## config.mk

```make
export PLATFORM = sky130hd
export DESIGN_NAME = clock_monitor_flat
export DESIGN_NICKNAME = d
export VERILOG_FILES = /design/src/rtl/clock_monitor_if.sv /design/src/rtl/clock_monitor.sv /design/src/flat_wrapper.sv
export SDC_FILE = /design/constraint.sdc
export NUM_CORES = 1
export LEC_CHECK = 0
export CORE_MARGIN = 3
export CORE_UTILIZATION = 49
export CTS_BUF_LIST = sky130_fd_sc_hd__clkbuf_4
export CTS_CLUSTER_SIZE = 10
export DETAILED_ROUTE_END_ITERATION = 16
export GPL_TIMING_DRIVEN = 0
export PLACE_DENSITY_LB_ADDON = 0.2
export SYNTH_ARGS = -nofsm -noshare
export SYNTH_HDL_FRONTEND = slang
export SYNTH_SLANG_ARGS = --single-unit
```

## constraint.sdc

```tcl
create_clock -name clk_in -period 2 [get_ports clk_in]
set_input_delay 0.4 -clock clk_in [delete_from_list [all_inputs] [get_ports clk_in]]
set_output_delay 0.4 -clock clk_in [all_outputs]
set_load 0.005 [all_outputs]
```

## src/rtl/clock_monitor_if.sv

```systemverilog
// Purpose: bundles the monitored clock, expected values and measurement results of clock_monitor.
// Latency: none (wires only).
// Backpressure: none; results are pulses or levels with no ready path.
//
// Signals:
//   mon_in      - monitored divided clock (driven by master)
//   exp_period  - expected period in clk_in cycles (driven by master)
//   exp_high    - expected high time in clk_in cycles (driven by master)
//   period      - last measured period (driven by slave)
//   high_time   - last measured high time (driven by slave)
//   meas_valid  - one-cycle pulse when period/high_time update (driven by slave)
//   mismatch    - one-cycle pulse with meas_valid when measurement differs (driven by slave)
//   stall       - one-cycle pulse when no rising edge arrives within the limit (driven by slave)
//   locked      - level, enough consecutive matches seen (driven by slave)
//   err_count   - saturating count of mismatches plus stalls (driven by slave)
interface clock_monitor_if #(
  parameter int CNT_W = 8
);
  logic             mon_in;
  logic [CNT_W-1:0] exp_period;
  logic [CNT_W-1:0] exp_high;
  logic [CNT_W-1:0] period;
  logic [CNT_W-1:0] high_time;
  logic             meas_valid;
  logic             mismatch;
  logic             stall;
  logic             locked;
  logic [7:0]       err_count;

  modport master (
    output mon_in, exp_period, exp_high,
    input  period, high_time, meas_valid, mismatch, stall, locked, err_count
  );

  modport slave (
    input  mon_in, exp_period, exp_high,
    output period, high_time, meas_valid, mismatch, stall, locked, err_count
  );
endinterface

```

## src/rtl/clock_monitor.sv

```systemverilog
// Purpose: measures period and high time of a divided clock in clk_in cycles and checks them
//          against run-time expected values; reports mismatch, stall, lock and an error count.
// Latency: mon_in to sample 1 cycle (3 with CLOCK_MONITOR_SYNC_EN); results registered 1 cycle
//          after the completing rising edge. Backpressure: none, observer only.
//
// Ports:
//   clk_in - system clock, all registers on its rising edge
//   rst    - asynchronous active-high reset
//   bus    - clock_monitor_if.slave (mon_in, exp_period, exp_high in; measurements out)
//
// Configuration macro CLOCK_MONITOR_SYNC_EN: when defined, mon_in passes through a
// 2-flop synchronizer ahead of the sample register (for asynchronous monitored clocks).
module clock_monitor #(
  parameter int CNT_W      = 8,
  parameter int LOCK_COUNT = 3
) (
  input  logic                 clk_in,
  input  logic                 rst,
  clock_monitor_if.slave       bus
);

  localparam int               MW      = $clog2(LOCK_COUNT + 1);
  localparam logic [CNT_W-1:0] CNT_MAX = '1;
  localparam logic [MW-1:0]    LOCK_N  = MW'(LOCK_COUNT);

  typedef enum logic [1:0] {IDLE, HIGH, LOW} state_t;

  // Input sampling
  logic mon_samp;

`ifdef CLOCK_MONITOR_SYNC_EN
  logic [1:0] sync_q;

  always_ff @(posedge clk_in or posedge rst) begin
    if (rst) sync_q <= 2'b00;
    else     sync_q <= {sync_q[0], bus.mon_in};
  end

  assign mon_samp = sync_q[1];
`else
  assign mon_samp = bus.mon_in;
`endif

  logic s_q, s_d_q;
  logic rise;

  always_ff @(posedge clk_in or posedge rst) begin
    if (rst) begin
      s_q   <= 1'b0;
      s_d_q <= 1'b0;
    end else begin
      s_q   <= mon_samp;
      s_d_q <= s_q;
    end
  end

  assign rise = s_q & ~s_d_q;

  // Measurement state
  state_t           state_q, state_d;
  logic [CNT_W-1:0] per_q, per_d;
  logic [CNT_W-1:0] hi_q, hi_d;
  logic [CNT_W-1:0] period_q, period_d;
  logic [CNT_W-1:0] high_q, high_d;
  logic             meas_q, meas_d;
  logic             mis_q, mis_d;
  logic             stall_q, stall_d;
  logic [MW-1:0]    match_q, match_d;
  logic [7:0]       err_q, err_d;

  always_ff @(posedge clk_in or posedge rst) begin
    if (rst) begin
      state_q  <= IDLE;
      per_q    <= '0;
      hi_q     <= '0;
      period_q <= '0;
      high_q   <= '0;
      meas_q   <= 1'b0;
      mis_q    <= 1'b0;
      stall_q  <= 1'b0;
      match_q  <= '0;
      err_q    <= '0;
    end else begin
      state_q  <= state_d;
      per_q    <= per_d;
      hi_q     <= hi_d;
      period_q <= period_d;
      high_q   <= high_d;
      meas_q   <= meas_d;
      mis_q    <= mis_d;
      stall_q  <= stall_d;
      match_q  <= match_d;
      err_q    <= err_d;
    end
  end

  always_comb begin
    state_d  = state_q;
    per_d    = per_q;
    hi_d     = hi_q;
    period_d = period_q;
    high_d   = high_q;
    meas_d   = 1'b0;
    mis_d    = 1'b0;
    stall_d  = 1'b0;
    match_d  = match_q;
    err_d    = err_q;

    case (state_q)
      IDLE: begin
        per_d = '0;
        hi_d  = '0;
        // First edge only starts a window; nothing to report yet.
        if (rise) begin
          state_d = HIGH;
          per_d   = CNT_W'(1);
          hi_d    = CNT_W'(1);
        end
      end
      HIGH: begin
        if (per_q == CNT_MAX) begin
          stall_d = 1'b1;
        end else begin
          per_d = per_q + CNT_W'(1);
          if (s_q) hi_d    = hi_q + CNT_W'(1);
          else     state_d = LOW;
        end
      end
      LOW: begin
        // Limit check first so a stall wins over a coincident rise.
        if (per_q == CNT_MAX) begin
          stall_d = 1'b1;
        end else if (rise) begin
          meas_d   = 1'b1;
          period_d = per_q;
          high_d   = hi_q;
          state_d  = HIGH;
          per_d    = CNT_W'(1);
          hi_d     = CNT_W'(1);
        end else begin
          per_d = per_q + CNT_W'(1);
        end
      end
      default: begin
        state_d = IDLE;
        per_d   = '0;
        hi_d    = '0;
      end
    endcase

    if (stall_d) begin
      state_d = IDLE;
      per_d   = '0;
      hi_d    = '0;
      match_d = '0;
    end

    // Expected values are sampled only at the completing edge.
    if (meas_d) begin
      if ((per_q != bus.exp_period) || (hi_q != bus.exp_high)) begin
        mis_d   = 1'b1;
        match_d = '0;
      end else if (match_q != LOCK_N) begin
        match_d = match_q + MW'(1);
      end
    end

    if ((mis_d || stall_d) && (err_q != 8'hFF)) begin
      err_d = err_q + 8'd1;
    end
  end

  assign bus.period     = period_q;
  assign bus.high_time  = high_q;
  assign bus.meas_valid = meas_q;
  assign bus.mismatch   = mis_q;
  assign bus.stall      = stall_q;
  assign bus.locked     = (match_q == LOCK_N);
  assign bus.err_count  = err_q;

endmodule

```

## src/flat_wrapper.sv

```systemverilog
// flat-port wrapper written by rule: the top's interface ports become plain ports
module clock_monitor_flat 
#(
  parameter int CNT_W      = 8,
  parameter int LOCK_COUNT = 3
)
  (clk_in, rst, bus_mon_in, bus_exp_period, bus_exp_high, bus_period, bus_high_time, bus_meas_valid, bus_mismatch, bus_stall, bus_locked, bus_err_count);
  clock_monitor_if #(.CNT_W(CNT_W)) bus_i ();
  input  logic clk_in;
  input  logic rst;
  input wire logic [$bits(bus_i.mon_in)-1:0] bus_mon_in;
  input wire logic [$bits(bus_i.exp_period)-1:0] bus_exp_period;
  input wire logic [$bits(bus_i.exp_high)-1:0] bus_exp_high;
  output wire logic [$bits(bus_i.period)-1:0] bus_period;
  output wire logic [$bits(bus_i.high_time)-1:0] bus_high_time;
  output wire logic [$bits(bus_i.meas_valid)-1:0] bus_meas_valid;
  output wire logic [$bits(bus_i.mismatch)-1:0] bus_mismatch;
  output wire logic [$bits(bus_i.stall)-1:0] bus_stall;
  output wire logic [$bits(bus_i.locked)-1:0] bus_locked;
  output wire logic [$bits(bus_i.err_count)-1:0] bus_err_count;
  assign bus_i.mon_in = bus_mon_in;
  assign bus_i.exp_period = bus_exp_period;
  assign bus_i.exp_high = bus_exp_high;
  assign bus_period = bus_i.period;
  assign bus_high_time = bus_i.high_time;
  assign bus_meas_valid = bus_i.meas_valid;
  assign bus_mismatch = bus_i.mismatch;
  assign bus_stall = bus_i.stall;
  assign bus_locked = bus_i.locked;
  assign bus_err_count = bus_i.err_count;
  clock_monitor #(.CNT_W(CNT_W), .LOCK_COUNT(LOCK_COUNT)) u_core (.clk_in(clk_in), .rst(rst), .bus(bus_i));
endmodule
```

**Word-level counts from Yosys, hierarchy flattened**

Cells that the tools add are included.

- Register bits after elaboration: 49
- Output and inout port bits: 28

- Equal/unequal tests: 13
- Bitwise gates (word level): 3
- Add/sub/neg operators: 4
- Muxes and demuxes: 29
- Reductions and logical operators: 9

Operator list:

| kind | number |
|---|---|
| $mux W8 | 9 |
| $pmux W8 S3 | 2 |
| $add A8 B1 Y8 const B | 3 |
| $mux W2 | 9 |
| $ne A8 B8 Y1 | 2 |
| $eq A8 B8 Y1 const B | 1 |
| $mux W1 | 8 |
| $ne A8 B8 Y1 const B | 1 |
| $ne A3 B1 Y1 const B | 2 |
| $ne A3 B2 Y1 const B | 2 |
| $pmux W2 S3 | 1 |
| $reduce_and A3 Y1 | 2 |
| $eq A2 B2 Y1 const B | 2 |
| $reduce_and A4 Y1 | 1 |
| $ne A3 B3 Y1 const B | 1 |
| $add A2 B1 Y2 const B | 1 |
| $eq A2 B1 Y1 const B | 1 |
| $logic_not A2 Y1 | 1 |
| $logic_or A1 B1 Y1 | 2 |
| $ne A2 B2 Y1 const B | 1 |
| $not A1 Y1 | 2 |
| $reduce_and A2 Y1 | 1 |
| $reduce_or A2 Y1 | 1 |
| $and A1 B1 Y1 | 1 |
| $logic_and A1 B1 Y1 | 1 |

**Depth between registers and ports, before layout**

- Depth in word-level cells: 8
- Mapped depth: 8
- Mapped depth without buffers: 8

**Least setup slack after synthesis**

OpenSTA, ideal clock, no wires.

- Path kind: reg-to-reg
- Start: register u_core.per_q[0]
- End: register u_core.err_q[6] (netlist: u_core.bus.err_count[6])
- Setup slack: -22 ps
- Data required time: 1,872 ps
- Stages on the path, launching flop included: 9
- Library setup time: 128 ps
- Data arrival time: 1,894 ps
- Path buffers: 0
- Cells stage by stage: dfrtp_1 ha_1 and4_4 a21oi_2 nand2_1 inv_2 a21oi_2 nor4b_2 mux2_1

- Cells in the longest elaborated chain, start to end: 6
- Elaborated cells between the ends (all ways): 11

RTL lines:

| what | line | source |
|---|---|---|
| from (decl) | clock_monitor.sv:61 | `logic [CNT_W-1:0] per_q, per_d;` |
| from (signal assigned) | clock_monitor.sv:85 | `per_q <= per_d;` |
| $eq A8 B8 Y1 | clock_monitor.sv:131 | `if (per_q == CNT_MAX) begin` |
| $mux W1 | clock_monitor.sv:131 |  |
| $mux W1 | clock_monitor.sv:109 | `case (state_q)` |
| net u_core.meas_d | clock_monitor.sv:65 | `logic meas_q, meas_d;` |
| $mux W1 | clock_monitor.sv:159 | `if (meas_d) begin` |
| $logic_or A1 B1 Y1 | clock_monitor.sv:168 | `if ((mis_d \|\| stall_d) && (err_q != 8'hFF)) begin` |
| $logic_and A1 B1 Y1 | clock_monitor.sv:168 |  |
| to (signal assigned) | clock_monitor.sv:93 | `err_q <= err_d;` |
| to (decl) | clock_monitor.sv:69 | `logic [7:0] err_q, err_d;` |

The timed path passes the listed nets, and every way through them passes these cells.
A chain may end at the register's enable or synchronous reset.

**Worst setup path after layout**

- Start: register u_core.hi_q[0]
- End: register u_core.err_q[3] (netlist: u_core.bus.err_count[3])

- Cells in the longest elaborated chain, start to end: 6

RTL lines:

| what | line | source |
|---|---|---|
| from (decl) | clock_monitor.sv:62 | `logic [CNT_W-1:0] hi_q, hi_d;` |
| from (signal assigned) | clock_monitor.sv:86 | `hi_q <= hi_d;` |
| $ne A8 B8 Y1 | clock_monitor.sv:160 | `if ((per_q != bus.exp_period) \|\| (hi_q != bus.exp_high)) begin` |
| $logic_or A1 B1 Y1 | clock_monitor.sv:160 |  |
| $mux W1 | clock_monitor.sv:160 |  |
| $mux W1 | clock_monitor.sv:159 |  |
| $logic_or A1 B1 Y1 | clock_monitor.sv:168 |  |
| $logic_and A1 B1 Y1 | clock_monitor.sv:168 |  |

No other way between the ends.

==> results.md <==
- Initial DRT Pass Iterations: 4
- HPWL Detailed: 3900 um
- PnR worst setup slack: -0.0600 ns
- Ports: 47
- Worst-Skew Late Latency: approximately 0.36 ns
- CTS root buffer: clkbuf_4
- Gate power share: 42.8%
- Reg power frac: around 42%
- Worst r2r src: u_core.hi_q[0]$_DFFE_PP0P_
- Nature of the critical path endpoint: flip-flop
- Slew Limit Fails: 0
- CTS Hold Buffers Added: 0
- Reg2reg setup slack: -0.06 ns
- Critical path type: reg -> reg
- N_diodes: 0
- Setup repair after global routing missed its margin: true
- Crit Path Max Fanout: 5
- Post-synth ARST share: 100%
- Top-area cell type share of the netlist area: 49.3%
- Critical R2R Capture: u_core.bus.err_count[3]$_DFFE_PP0P_
- Clock power frac: 15.0%
- Pin count of the biggest net entering global routing: 29
- Req. time, crit path: 2.27 ns
- Final setup vio count: 7
- Vias: 2000
- Largest area contributor in the netlist: dfrtp_1
- Seq/Total Area, Yosys: 49.3%
- Main area contributors after synthesis: dfrtp_1 49%, xor2_1 8.4%, mux2_2 6.3%
- Gpl congestion: 0.818
- Num CTS Buffers: 5
- Max-Cap Viols: 0
- Final Skew: between 0.01 and 0.015 ns
- Netlist cell types: between 40 and 50
- Routed WL: 5930 um
- Die Y: about 77 um
- Arrival @ worst endpoint: 2.33 ns
- Minimum clock period: 2.06 ns
- Vias/cell: 5.41
- Rel. slew slack: 66.9%
- GRT overflow: 0
- Syn Inst Count: approximately 230
- FF+latch count, synth: 49
- Final hold viol count: 0
- Final nets: 329
- Most used DFF post-synth: dfrtp_1
- Number of flops mapped to enable cells by yosys: 0
- Worst hold margin: 0.364 ns
- Leakage: 1.58 nW
- Clock Sink Count: 49
- Tightest Pin Transition: around 0.5 ns
- Pwr Total: between 3 and 4 mW
- Drt drc: 0
- Sw Ratio: 35.2%
- Antenna-violating nets left: 0
- CTS tree: done
- Die ar.: slightly below 6000 um^2
- Cell count of the worst reg-to-reg path: 8
- Area of the mapped netlist: 2490 um^2
- Initial antenna violation count: 0
- Clock Path Buffers: 2
- Hold WC Path Type: in -> async
- Syn-to-layout area delta: 38.9%
- P_sw: 1.07 mW
- Most numerous cell in the Yosys netlist: dfrtp_1
- Reg area: 1230 um^2
- Final period util: 103%
- GRT Overall Usage: 19.6%
- H-tree levels: 2
- Synth Warn #: 0
- Violated checks: setup timing
- Share of cells above drive strength 1: between 30% and 40%
- First-pass GRT wire length: roughly 9200 um
- Port Buffers: 46
- Maximum clock rate: 485 MHz
- Cell Int Power: ~2.0 mW
- PD cells: 875 nW/um^2
- Worst IR Drop VDD: just under 0.8 mV
- Footprint of the multi-input gates: 1360 um^2
- Status: finished with violations
- Row count: 25
- Startpoint types: flip-flop
- Starting density of the core: 51.7%
- Fill count: 379
- Number of global-route vias before repair: 1913
- Core ar.: 4820 um^2
- Die Wd: between 70 and 80 um
- Wire per inst: 16.0 um
- Most frequent cells after synthesis: 49 x dfrtp_1, 24 x xor2_1, 21 x nand2_1
- Synth Net Count: 255
- First DRT Iteration DRCs: 64
- Clock slew at reported path FFs: between 0.1 and 0.15 ns
- Mean Syn Cell Area: 10.9 um^2
[repair_timing]
| item | 4_1_cts | 5_1_grt |
|---|---|---|
| gates resized for setup | 18 | 39 |
| pin swaps | 6 | 11 |
| endpoints found under the hold margin | 0 | 0 |
| endpoints found under the setup margin | 28 | 23 |
| setup buffers | 9 | 11 |
| gates cloned | 1 | 0 |
[critical path, cell delays in order, from the launching register on]
cell,delay (ns)
dfrtp_2,0.47
xor2_1,0.18
nor4_2,0.37
nand4_1,0.26
a21oi_4,0.24
buf_4,0.14
buf_6,0.10
nor2_1,0.05
xor2_1,0.15
[sequential cells by signal (all words and copies together) (netlist names)]
| name | flops |
|---|---|
| u_core.bus.err_count | 8 |
| u_core.bus.high_time | 8 |
| u_core.bus.meas_valid | 1 |
| u_core.bus.mismatch | 1 |
| u_core.bus.period | 8 |
| u_core.bus.stall | 1 |
| u_core.hi_q | 8 |
| u_core.match_q | 2 |
| u_core.per_q | 8 |
| u_core.s_d_q | 1 |
| u_core.s_q | 1 |
| u_core.state_q | 2 |
[power by group through the flow]
stage / registers, mW / clock network (mW) / logic [mW]
floorplan: 1.26 / 0 / 0.607
global route: 1.29 / 0.506 / 1.42
finish: 1.27 / 0.455 / 1.29
detailed placement: 1.29 / 0 / 0.939
global placement: 1.29 / 0 / 0.911
CTS: 1.26 / 0.469 / 1.13
[stage by stage]
step | util, % | setup WS (ns) | TNS [ns] | area (um^2) | cells
after detailed placement | 63.4 | -0.488 | -6.21 | 3060 | 342
after floorplan | - | 0.0168 | 0 | 2490 | 228
after CTS | 67.6 | -0.00704 | -0.00704 | 3260 | 359
after global routing | 71.7 | -0.147 | -1.55 | 3460 | 370
final | 71.7 | -0.0600 | -0.279 | 3460 | 370
after global placement | 63.0 | -0.514 | -30.62 | 3040 | 341
[area by class of cell]
class / instances / share of cell area [%]
multi-input cells: 166 / 39.5
well taps: 67 / 2.43
repair buffers: 68 / 18.7
clock inverters: 2 / 0.290
flip-flops and latches: 49 / 35.7
inverters: 6 / 0.652
clock buffers: 6 / 1.30
plain buffers: 6 / 1.45
[cell usage in the layout (no fill, tap or decap), types with 3 or more instances in the layout]
| master | instances |
|---|---|
| o21ai_0 | 9 |
| clkdlybuf4s50_1 | 46 |
| o21ai_1 | 8 |
| nand2_2 | 6 |
| dfrtp_2 | 7 |
| nor2b_1 | 3 |
| nand2_1 | 16 |
| inv_1 | 4 |
| nand2b_1 | 6 |
| clkbuf_4 | 6 |
| nor2_1 | 10 |
| ha_1 | 4 |
| dfrtp_1 | 42 |
| buf_4 | 22 |
| ha_2 | 3 |
| nand4_1 | 4 |
| o21ai_2 | 3 |
| nor4_2 | 3 |
| buf_6 | 4 |
| mux2_2 | 14 |
| xor2_1 | 22 |
| nand3_1 | 6 |
| and3_1 | 5 |
[how the worst max path moves through the flow]
stage	depth (start not counted)	slack, ns	to	from
6_report	8	-0.06	u_core.bus.err_count[3]$_DFFE_PP0P_	u_core.hi_q[0]$_DFFE_PP0P_
5_1_grt	8	-0.15	u_core.bus.err_count[6]$_DFFE_PP0P_	u_core.per_q[1]$_DFFE_PP0P_
4_1_cts	8	-0.007	u_core.bus.err_count[6]$_DFFE_PP0P_	u_core.per_q[1]$_DFFE_PP0P_
3_5_place_dp	7	-0.49	u_core.bus.err_count[4]$_DFFE_PP0P_	bus_exp_high[0]
3_3_place_gp	2	-0.51	u_core.bus.high_time[0]$_DFFE_PP0P_	rst
2_1_floorplan	8	0.02	u_core.bus.err_count[6]$_DFFE_PP0P_	u_core.per_q[0]$_DFFE_PP0P_
[metal layers]
layer | share of wire (%) | GRT usage, % | routed length, um | vias to the layer above
met5 | 0 | 0 | 0 | -
met4 | 1.3 | 7.65 | 80 | 0
met3 | 2.6 | 3.40 | 153 | 8
met2 | 51 | 32.2 | 3040 | 41
met1 | 45 | 25.7 | 2650 | 994
li1 | - | - | - | 957
[cell families (layout without fill, tap and decap cells)]
group                    Yosys count  count (layout)  synth area share, %
adder cells (fa/ha/maj)            8               8                 4.02
multiplexers                      17              17                 7.69
AO/OA/AOI/OAI                     37              37                 9.96
AND/OR/NAND/NOR                   78              78                 17.4
XOR/XNOR                          26              26                 9.15
flip-flops                        49              49                 49.3
buffers and inverters             13              88                 2.51
No activity file was read; power rests on OpenSTA's default activity.
